===== config.mk =====
export PLATFORM = sky130hd
export DESIGN_NAME = ysyx_23060201_fetch_unit
export DESIGN_NICKNAME = d
export VERILOG_FILES = /design/src/rtl/ysyx_23060201_fetch_unit.sv
export SDC_FILE = /design/constraint.sdc
export NUM_CORES = 1
export LEC_CHECK = 0
export BUFFER_PORTS_ARGS = -buffer_cell sky130_fd_sc_hd__buf_2
export CAP_MARGIN = 25
export CORE_ASPECT_RATIO = 1.4
export CORE_MARGIN = 1.5
export CORE_UTILIZATION = 39
export CTS_BUF_LIST = sky130_fd_sc_hd__clkbuf_8
export DETAILED_ROUTE_END_ITERATION = 10
export HOLD_SLACK_MARGIN = 0.03
export PLACE_DENSITY = 0.71
export SETUP_SLACK_MARGIN = 0.3
export SLEW_MARGIN = 5
export SYNTH_ARGS = -nofsm -noshare
export SYNTH_HDL_FRONTEND = slang
export SYNTH_SLANG_ARGS = --single-unit

===== constraint.sdc =====
create_clock -name clk -period 1.5 [get_ports clk]
set_input_delay 0.15 -clock clk [delete_from_list [all_inputs] [get_ports clk]]
set_output_delay 0.15 -clock clk [all_outputs]
set_load 0.01 [all_outputs]

===== src/rtl/ysyx_23060201_fetch_unit.sv =====
// ysyx_23060201_fetch_unit: instruction fetch stage in front of the single-cycle core.
// Owns the architectural PC and fetches one word per instruction over a valid/ready
// memory port. It hands the word to decode with a valid/ready handshake, then waits for
// execute to return the next PC.
// Optional build macro IFU_ALIGN_CHK_EN: a misaligned next PC is not fetched. A faulting
// nop is delivered in its place.
module ysyx_23060201_fetch_unit #(
    parameter int unsigned     XLEN     = 32,
    parameter logic [XLEN-1:0] RESET_PC = 32'h8000_0000
) (
    input  logic            clk,
    input  logic            rst,
    output logic [XLEN-1:0] pc,
    output logic            mem_req_valid,
    input  logic            mem_req_ready,
    output logic [XLEN-1:0] mem_req_addr,
    input  logic            mem_resp_valid,
    output logic            mem_resp_ready,
    input  logic [XLEN-1:0] mem_resp_data,
    input  logic            mem_resp_err,
    output logic            inst_valid,
    input  logic            inst_ready,
    output logic [XLEN-1:0] inst,
    output logic            fetch_err,
    input  logic            dnpc_valid,
    input  logic [XLEN-1:0] dnpc
);

    typedef enum logic [1:0] {StReq, StWait, StOut, StNpc} state_e;

    localparam logic [XLEN-1:0] NopInst = XLEN'(32'h0000_0013);

    state_e state_q;
    logic   inst_hs;
    logic   take_dnpc;
    logic   dnpc_misaligned;

    // The request address is the PC itself; PC never moves while a request is pending.
    assign mem_req_addr = pc;

    assign inst_hs = inst_valid && inst_ready;

    // Execute may answer combinationally in the same cycle decode consumes the word,
    // so a dnpc is taken either in NPC or together with the inst handshake in OUT.
    assign take_dnpc = dnpc_valid && ((state_q == StNpc) || ((state_q == StOut) && inst_hs));

`ifdef IFU_ALIGN_CHK_EN
    assign dnpc_misaligned = |dnpc[1:0];
`else
    assign dnpc_misaligned = 1'b0;
`endif

    // Fetch sequencer; every handshake output is a register so downstream sees clean edges.
    always_ff @(posedge clk) begin
        if (!rst) begin
            state_q        <= StReq;
            pc             <= RESET_PC;
            mem_req_valid  <= 1'b0;
            mem_resp_ready <= 1'b0;
            inst_valid     <= 1'b0;
            inst           <= '0;
            fetch_err      <= 1'b0;
        end else if (take_dnpc) begin
            pc <= dnpc;
            if (dnpc_misaligned) begin
                // Skip memory entirely and deliver a faulting nop at the misaligned PC.
                state_q    <= StOut;
                inst       <= NopInst;
                fetch_err  <= 1'b1;
                inst_valid <= 1'b1;
            end else begin
                state_q       <= StReq;
                mem_req_valid <= 1'b1;
                inst_valid    <= 1'b0;
            end
        end else begin
            unique case (state_q)
                StReq: begin
                    // Valid is low only in the first cycle after reset.
                    if (!mem_req_valid) begin
                        mem_req_valid <= 1'b1;
                    end else if (mem_req_ready) begin
                        mem_req_valid  <= 1'b0;
                        mem_resp_ready <= 1'b1;
                        state_q        <= StWait;
                    end
                end
                StWait: begin
                    if (mem_resp_valid) begin
                        inst           <= mem_resp_data;
                        fetch_err      <= mem_resp_err;
                        mem_resp_ready <= 1'b0;
                        inst_valid     <= 1'b1;
                        state_q        <= StOut;
                    end
                end
                StOut: begin
                    if (inst_ready) begin
                        inst_valid <= 1'b0;
                        state_q    <= StNpc;
                    end
                end
                StNpc: begin
                    // Only a dnpc capture leaves this state.
                end
                default: begin
                    state_q <= StReq;
                end
            endcase
        end
    end

endmodule


==> flow_metrics.tcl <==
set metrics [dict create \
    status "complete, but fails checks" \
    violations "negative setup slack" \
    end_kind "register" \
    setup_slack_ns -0.0814 \
    worst-setup-path-type "register to register" \
    swShare_pct 32.6 \
    reg2reg_from "state_q[0]$_SDFFE_PP0P_" \
    placed_cell_area_um2 4220 \
    cts_max_path_buffers 2 \
    synth_area_leader_cell "dfxtp_1" \
    syn-num-nets 452 \
    clk_pin_slew_worst_paths_ns 0.07 \
    ctsHtreeMaxLevel 3 \
    insertion_delay_ns 0.34 \
    timing.slew.headroom_pct 76.0 \
    globalRoute.totalOverflow 0 \
    ys_ff_latch 70 \
    cts_tree "done" \
    hpwl_um 6350 \
    drt_iter0_drc 166 \
    min_from "dnpc[0]" \
    stdcell_area_um2 5580 \
    io_pins 171 \
    report.final.hold_viol_count 0 \
    synth.top_cells.by_count "dfxtp_1 (70), a21oi_1 (65), nand4_1 (36)" \
    holdWs_ns 0.0499 \
    p_comb_share_pct 33.0 \
    dieWidth_um 79.7 \
    min_path_type "input pin to register" \
    instances_no_fill 638 \
    clockPowerShare_pct 26.2 \
    coreArea_um2 8050 \
    cp.arrival_ns 1.79 \
    gp_congestion 0.804 \
    worst_ep_required_time_ns 1.71 \
    setup_viol 41 \
    max_freq_ghz 0.632 \
    intPower_uw 3760 \
    p_per_area_nw_per_um2 1000 \
    vias 3542 \
    power_switching_uw 1820 \
    ir_worst_vdd_v 0.000827 \
    yosys_warnings 0 \
    wirelength_um 11200 \
    syn_area_um2 3210 \
    cts_root_buf "clkbuf_8" \
    nets 608 \
    yosysSeqAreaShare_pct 43.6 \
    synthTopCellsByArea "dfxtp_1 (44%), a21oi_1 (10%), buf_4 (7.9%)" \
    grt_usage_pct 23.9 \
    synth_top_area_share_pct 43.6 \
    yosysMostFrequentCell "dfxtp_1" \
    dp_slack_ns -0.0605 \
    synth-edff-count 0 \
    drcViolationCount 0 \
    diodes 0 \
    cap_violations 0 \
    numCtsBuffers 9 \
    routedWlPerCell_um 17.6 \
    finalPower_uw 5580 \
    critical_path.startpoint_type "register" \
    start_util_pct 39.9 \
    yosysUniqueCellTypes 30 \
    layout-area-overhead-vs-synth_pct 73.6 \
    tightestPinTransition_ns 0.361 \
    die-area_um2 8800 \
    syn_avg_cell_area_um2 8.54 \
    ys.flop_type "dfxtp_1" \
    crit_fanout 11 \
    dieHeight_um 110 \
    dr.pass1.iters 4 \
    grt_max_degree 44 \
    dp.cells 592 \
    viasPerCell 5.55 \
    place.port_buffers 170 \
    finalClockSkew_ns 0.0110 \
    p_seq_share_pct 40.8 \
    rows 39 \
    antenna_found_initial 0 \
    startpoint "state_q[0]$_SDFFE_PP0P_" \
    grt_pass1_wl_um 16400 \
    synth_cells 376 \
    cts_sinks 70 \
    async_reset_ff_share_pct 0 \
    leakage_uw 0.00230 \
    period_minus_slack_ns 1.58 \
    ant_nets 0 \
    drive_gt1_share_pct 67.7 \
    slew_viol_final 0 \
    grt_pass1_vias 3471 \
    grt_setup_unrepaired "yes" \
    period_share_pct 105 \
]
-- per-stage QoR --
step	setup TNS [ns]	utilization (%)
finish	-1.65	69.3
global route	-4.31	69.3
CTS	-1.00	64.4
detailed placement	-0.126	52.4
global placement	-0.00670	52.4
floorplan	-0.0202	-
-- power by group through the flow --
stage	combinational, uW	sequential [uW]	clock, uW
detailed placement	1460	2260	0
finish	1840	2270	1460
global route	1990	2300	1550
floorplan	865	2340	0
CTS	1740	2260	1490
global placement	1420	2250	0
-- flip-flops by register name, summed over array words and instances, names as in the netlist --
register and flops:
mem_req_valid 1, mem_req_addr 32, fetch_err 1, state_q 2, inst_valid 1, mem_resp_ready 1
inst 32
-- worst max-delay path, stage by stage, from the launching register on --
cell     delay, ns
dfxtp_4       0.40
inv_6         0.05
ha_4          0.18
and4_4        0.21
buf_12        0.15
buf_16        0.15
o31ai_2       0.20
a21oi_1       0.10
-- cells by family after synthesis --
group                      after synthesis  share of synthesized area (%)
and+or+nand+nor                         82                           14.7
adders and majority gates                5                           1.95
DFF                                     70                           43.6
buffers and inverters                   81                           14.5
AOI/OAI and AO/OA                      136                           24.6
muxes                                    2                          0.662
-- cell type report --
type | instances | area [um2]
fill | 660 | 2470
multi-input combinational | 226 | 2100
timing repair buffer | 220 | 1730
sequential | 70 | 1410
clock buffer | 10 | 138
tap | 102 | 128
clock inverter | 5 | 45.0
inverter | 5 | 26.3
-- placed cells by master (no fill, tap or decap), types with 11 or more instances in the layout --
cell / instances
dfxtp_1: 68
a21oi_2: 25
o31ai_2: 22
o31ai_4: 11
buf_2: 170
a21oi_1: 40
buf_12: 15
nand3_2: 25
nand4_1: 36
o21ai_2: 25
buf_4: 11
-- repair_timing --
action | in CTS | in global routing
cloned | 8 | 6
setup buffers | 14 | 2
hold endpoints to repair | 1 | 0
hold buffers | 1 | 0
pin swaps | 31 | 28
setup endpoints to repair | 70 | 70
gates resized for setup | 92 | 52
-- routing by layer --
layer	vias to the layer above	share of wire, %	wire (um)	GRT usage, %
li1	1684	-	-	-
met1	1733	39	4350	25.4
met2	113	54	6030	44.1
met3	12	5.4	607	5.93
met4	0	1.9	217	10.7
met5	-	0	0	0
-- final timing paths --
check	endpoint	slack (ns)	cells past startpoint
worst min-delay path	mem_req_addr[0]$_SDFFE_PN0P_	0.05	3
worst min register to register	inst[11]$_SDFFE_PN0P_	0.47	2
worst max-delay path	inst[5]$_SDFFE_PN0P_	-0.08	7
worst max register to register	inst[5]$_SDFFE_PN0P_	-0.08	7
(Power assumes the default switching activity.)
